==> config.mk <==
export PLATFORM = sky130hd
export DESIGN_NAME = phys_reg_file
export DESIGN_NICKNAME = d
export VERILOG_FILES = /design/src/rtl/phys_reg_file.sv
export SDC_FILE = /design/constraint.sdc
export NUM_CORES = 2
export LEC_CHECK = 0
export CORE_ASPECT_RATIO = 2
export CORE_MARGIN = 10
export CORE_UTILIZATION = 54
export CTS_BUF_LIST = sky130_fd_sc_hd__clkbuf_4
export DETAILED_ROUTE_END_ITERATION = 10
export PLACE_DENSITY = 0.7
export RECOVER_POWER = 25
export SETUP_SLACK_MARGIN = 0.02
export SKIP_LAST_GASP = 1
export SYNTH_ARGS = -nofsm -noshare
export SYNTH_HDL_FRONTEND = slang
export SYNTH_SLANG_ARGS = --single-unit
==> constraint.sdc <==
create_clock -name i_clk -period 2.6 [get_ports i_clk]
set_input_delay 0.52 -clock i_clk [delete_from_list [all_inputs] [get_ports i_clk]]
set_output_delay 0.52 -clock i_clk [all_outputs]
set_load 0.01 [all_outputs]
==> src/rtl/phys_reg_file.sv <==
// Physical register file with per-register ready bits (scoreboard).
// Written by the Execute writeback port, busy-marked by Rename,
// read through two registered ports by Issue.
// Optional feature: define WB_BYPASS_EN to forward a same-cycle
// writeback onto a read port instead of returning the pre-edge value.
module phys_reg_file #(
  parameter int NUM_PREGS = 64
) (
  input  logic                         i_clk,
  input  logic                         i_rst,
  input  logic                         i_ex_valid,
  input  logic [31:0]                  i_ex_dst_val,
  input  logic [$clog2(NUM_PREGS)-1:0] i_ex_dst_index,
  input  logic                         i_alloc_valid,
  input  logic [$clog2(NUM_PREGS)-1:0] i_alloc_index,
  input  logic                         i_flush,
  input  logic                         i_rd0_en,
  input  logic [$clog2(NUM_PREGS)-1:0] i_rd0_index,
  output logic [31:0]                  o_rd0_val,
  output logic                         o_rd0_ready,
  input  logic                         i_rd1_en,
  input  logic [$clog2(NUM_PREGS)-1:0] i_rd1_index,
  output logic [31:0]                  o_rd1_val,
  output logic                         o_rd1_ready
);

  localparam int PW = $clog2(NUM_PREGS);

  logic [31:0]          r_regs [NUM_PREGS];
  logic [NUM_PREGS-1:0] r_ready;
  logic [31:0]          r_rd0Val;
  logic                 r_rd0Ready;
  logic [31:0]          r_rd1Val;
  logic                 r_rd1Ready;

  logic                 w_wbHit;
  logic                 w_allocHit;
  logic [NUM_PREGS-1:0] w_readyNext;
  logic [31:0]          w_rd0Val;
  logic                 w_rd0Ready;
  logic [31:0]          w_rd1Val;
  logic                 w_rd1Ready;

  // Writes and allocs aimed at preg 0 are dropped so it stays a constant zero.
  assign w_wbHit    = i_ex_valid    && (i_ex_dst_index != '0);
  assign w_allocHit = i_alloc_valid && (i_alloc_index  != '0);

  // Next ready vector: writeback sets, alloc clears (alloc wins), flush sets all.
  always_comb begin
    w_readyNext = r_ready;
    if (w_wbHit)    w_readyNext[i_ex_dst_index] = 1'b1;
    if (w_allocHit) w_readyNext[i_alloc_index]  = 1'b0;
    if (i_flush)    w_readyNext = '1;
    w_readyNext[0] = 1'b1;
  end

  // Read data selection: stored state, or the in-flight writeback when bypass is built in.
  always_comb begin
    w_rd0Val   = r_regs[i_rd0_index];
    w_rd0Ready = r_ready[i_rd0_index];
    w_rd1Val   = r_regs[i_rd1_index];
    w_rd1Ready = r_ready[i_rd1_index];
`ifdef WB_BYPASS_EN
    if (w_wbHit && (i_rd0_index == i_ex_dst_index)) begin
      w_rd0Val   = i_ex_dst_val;
      w_rd0Ready = w_readyNext[i_rd0_index];
    end
    if (w_wbHit && (i_rd1_index == i_ex_dst_index)) begin
      w_rd1Val   = i_ex_dst_val;
      w_rd1Ready = w_readyNext[i_rd1_index];
    end
`endif
  end

  // Register array and scoreboard update; reset clears values and marks all ready.
  always_ff @(posedge i_clk) begin
    if (i_rst) begin
      for (int i = 0; i < NUM_PREGS; i++) begin
        r_regs[i] <= '0;
      end
      r_ready <= '1;
    end else begin
      if (w_wbHit) r_regs[i_ex_dst_index] <= i_ex_dst_val;
      r_ready <= w_readyNext;
    end
  end

  // Registered read ports; outputs hold between read requests.
  always_ff @(posedge i_clk) begin
    if (i_rst) begin
      r_rd0Val   <= '0;
      r_rd0Ready <= 1'b1;
      r_rd1Val   <= '0;
      r_rd1Ready <= 1'b1;
    end else begin
      if (i_rd0_en) begin
        r_rd0Val   <= w_rd0Val;
        r_rd0Ready <= w_rd0Ready;
      end
      if (i_rd1_en) begin
        r_rd1Val   <= w_rd1Val;
        r_rd1Ready <= w_rd1Ready;
      end
    end
  end

  assign o_rd0_val   = r_rd0Val;
  assign o_rd0_ready = r_rd0Ready;
  assign o_rd1_val   = r_rd1Val;
  assign o_rd1_ready = r_rd1Ready;

  logic w_unusedPw;
  assign w_unusedPw = (PW > 0);

endmodule

==> results by group <==
Global route
  – GRT Resource Usage Total: 0.449
  – Largest net degree at the start of global routing: 64
  – Via count of the first global-routing pass: 88218
  – Total grt overflow: 0
  – Wire length of the first global-routing pass: a little over 700000 µm
  – Initial antenna violation count: 75

Timing
  – Clock Skew: 0.118 ns
  – Transition time at the pin with the least slew margin: 1.56 ns
  – Least setup slack across all paths after layout: -0.209 ns
  – Number of pins with negative max-slew slack in the final report: 2
  – Final min period: approximately 2.8 ns
  – Total count of hold-check failures in the final report: 0
  – Setup TNS: -38.28 ns
  – Endpoints failing setup: just over 500
  – Worst slew margin relative to its limit: -0.0449
  – Unrepaired setup endpoints after global routing: yes
  – Upper clock frequency limit: about 360 MHz
  – Final worst hold slack: between 0.08 and 0.09 ns
  – Final worst path period share: 1.08

Job
  – Max-Cap Viols: 1

Drt
  – Routed wirelength normalized by instance count: 43.1 µm
  – Iteration-0 DRC count of the detailed router: ~13000
  – Vias/cell: 7.14
  – Total routed wirelength: around 530000 µm
  – Remaining antenna violation count: 0
  – Detailed-route via count: 87921
  – Number of optimization iterations in the first detailed-route pass: 6
  – # DRC: 0

Synth
  – Synth top area cells: sky130_fd_sc_hd__edfxtp_1 54%, sky130_fd_sc_hd__mux4_2 19%, sky130_fd_sc_hd__and2_1 11%, sky130_fd_sc_hd__mux2i_1 2.3%, sky130_fd_sc_hd__dfxtp_1 2.3%
  – Top FF cell, synth: sky130_fd_sc_hd__edfxtp_1
  – Distinct cells, synth: 70
  – Warning count from the yosys run: 0
  – Synth area leader: sky130_fd_sc_hd__edfxtp_1
  – Number of synthesized flops with an enable pin: approximately 2000
  – Most frequent cell after synthesis: sky130_fd_sc_hd__edfxtp_1
  – Top cells by instance count after synthesis: 2048 x sky130_fd_sc_hd__edfxtp_1, 2019 x sky130_fd_sc_hd__and2_1, 942 x sky130_fd_sc_hd__mux4_2
  – Register area share after synthesis: 0.561
  – Synthesized area: between 100000 and 150000 µm²
  – Top-area cell type share of the netlist area: 0.539
  – FFs w/ async S/R, synth: 0
  – Mean instance size in the synthesized netlist: 14.5 µm²
  – Gate count of the mapped netlist: around 7800
  – FF+latch count, synth: 2177

Die
  – Number of primary I/O pins: 129
  – Core Footprint: 210000 µm²
  – Die span in y: 670 µm
  – Total die area: 231000 µm²
  – Effective utilization at floorplan: 0.543
  – Placement Rows: 238
  – Die Span X: 345 µm

Min path
  – Worst hold start: i_ex_dst_val[20]
  – Worst hold stages: 3
  – Class of the most critical hold timing path: in -> reg

Clock network
  – Num Clock Sinks: 2177
  – CTS clk-pin slew, worst paths: approximately 0.08 ns
  – CTS HTree Levels: 5
  – Number of buffers on the longest clock path: 4
  – Clock buffer count from CTS: 483
  – Root buffer cell: sky130_fd_sc_hd__clkbuf_4
  – TritonCTS clock tree: built
  – Worst-Skew Late Latency: 1.44 ns

Place
  – Placer's final routability congestion estimate: around 1.1
  – Number of instances in the placed design: ~11000
  – Number of buffers inserted by port buffering: 128
  – HPWL after detailed placement: between 300000 and 400000 µm
  – Area of placed instances: 131000 µm²

Worst setup path
  – Timing startpoint of the critical path: i_ex_dst_index[4]
  – Critical Path End Type: flip-flop
  – Required arrival time at the worst endpoint: between 3 and 4 ns
  – Worst Reg-to-Reg Cells: 6
  – Kind of start point of the critical path: input pin
  – Critical path type: in -> reg
  – CP Data Arrival Time: 3.94 ns
  – Crit Path Max Fanout: 17
  – Worst reg2reg setup slack: 0.05 ns
  – Reg-to-reg startpoint: r_regs[5][17]

Run status
  – Violated checks: capacitance limit, slew limit, setup timing
  – Result of the run: complete, but fails checks

Finish
  – Layout-stage area growth over the synthesis result: 20.1%
  – Final net count: 9181
  – Share of final-layout standard cells stronger than drive strength 1: 0.363
  – Fill cells: 15678
  – Final Cell Area: 137000 µm²
  – Non-filler instance count after layout: 12319
  – Share of the core filled with cells in the final layout: 0.652

Power and ir drop
  – Maximum ir drop on the vdd rail: 0.431 mV
  – Power density over the cells: 594 nW/µm²
  – Reported leakage power: 49.8 nW
[repair_timing]
item / CTS / global route
gates resized for setup: 365 / 8
hold buffers: 42 / 0
endpoints found under the hold margin: 1817 / 0
endpoints found under the setup margin: 74 / 9
buffers inserted: 3 / 2
[through the flow]
stage               power (mW)  setup slack (ns)
floorplan                 47.1            0.0102
global placement          53.8             -2.07
detailed placement        54.0             -1.16
CTS                       80.9            -0.186
global route              83.1            -0.168
finish                    81.4            -0.209
[routing by layer]
layer / wire length (µm) / track usage / part of all wire
met5: 416 / 0 / 0.00078
met4: 72900 / 0.468 / 0.14
met3: 68000 / 0.142 / 0.13
met2: 240000 / 0.698 / 0.45
met1: 149000 / 0.465 / 0.28
[state kept, by name, summed over array words and instances (netlist names)]
signal       count
o_rd0_ready      1
o_rd0_val       32
o_rd1_ready      1
o_rd1_val       32
r_ready         63
r_regs        2048
[layout by cell type (no fill, tap or decap), types with 37 or more instances in the layout]
master,n
sky130_fd_sc_hd__edfxtp_1,2048
sky130_fd_sc_hd__nor3_1,44
sky130_fd_sc_hd__and2_0,136
sky130_fd_sc_hd__clkinv_1,129
sky130_fd_sc_hd__nand2_1,165
sky130_fd_sc_hd__buf_4,992
sky130_fd_sc_hd__and2_1,1881
sky130_fd_sc_hd__a22oi_1,159
sky130_fd_sc_hd__nor2_1,167
sky130_fd_sc_hd__buf_12,327
sky130_fd_sc_hd__mux2i_1,262
sky130_fd_sc_hd__nand3_1,105
sky130_fd_sc_hd__clkbuf_1,46
sky130_fd_sc_hd__nor2b_1,50
sky130_fd_sc_hd__a21oi_1,130
sky130_fd_sc_hd__a32oi_1,43
sky130_fd_sc_hd__clkbuf_4,743
sky130_fd_sc_hd__o22ai_1,155
sky130_fd_sc_hd__dfxtp_4,37
sky130_fd_sc_hd__mux4_2,942
sky130_fd_sc_hd__mux2_2,49
sky130_fd_sc_hd__diode_2,43
sky130_fd_sc_hd__buf_2,57
sky130_fd_sc_hd__or2_2,65
sky130_fd_sc_hd__o221ai_1,55
sky130_fd_sc_hd__dlygate4sd3_1,43
sky130_fd_sc_hd__dfxtp_1,71
[power breakdown]
part	switching, mW	internal, mW
registers	1.36	40.2
logic	7.15	5.15
clock network	14.4	13.2
[final timing paths]
path                    endpoint
setup / recovery  r_regs[62][17]
setup reg to reg   o_rd0_val[17]
hold / removal     r_regs[2][20]
hold reg to reg      r_ready[46]
[area by class of cell]
cell class                 instances  area (µm²)  area share
inverter                           6        22.5    0.000164
antenna                           43         108    0.000785
tap                             2760        3450      0.0252
clock buffer                     715        5370      0.0391
clock inverter                   168         846     0.00617
timing repair buffer            1595       16000       0.117
multi-input combinational       4855       47100       0.343
sequential                      2177       64200       0.469
[cell families (layout without fill, tap and decap cells)]
group	Yosys count	after routing	synth area share
flip-flops	2177	2177	0.561
other	1	75	0.0000329
AND/OR/NAND/NOR	2802	2802	0.145
multiplexers	1265	1265	0.215
buffers and inverters	848	2484	0.0318
AO/OA/AOI/OAI	756	756	0.0470
[worst max-delay path: stages]
cell                              delay [ns]
sky130_fd_sc_hd__clkdlybuf4s50_1        0.40
sky130_fd_sc_hd__clkbuf_1               0.28
sky130_fd_sc_hd__clkbuf_1               0.26
sky130_fd_sc_hd__nand3_1                0.12
sky130_fd_sc_hd__clkbuf_1               0.86
sky130_fd_sc_hd__clkbuf_1               0.19
sky130_fd_sc_hd__clkbuf_1               0.28
sky130_fd_sc_hd__nor2_1                 0.13
sky130_fd_sc_hd__clkbuf_2               0.50
sky130_fd_sc_hd__and2_1                 0.36
Power figures use the tool's default switching activity.
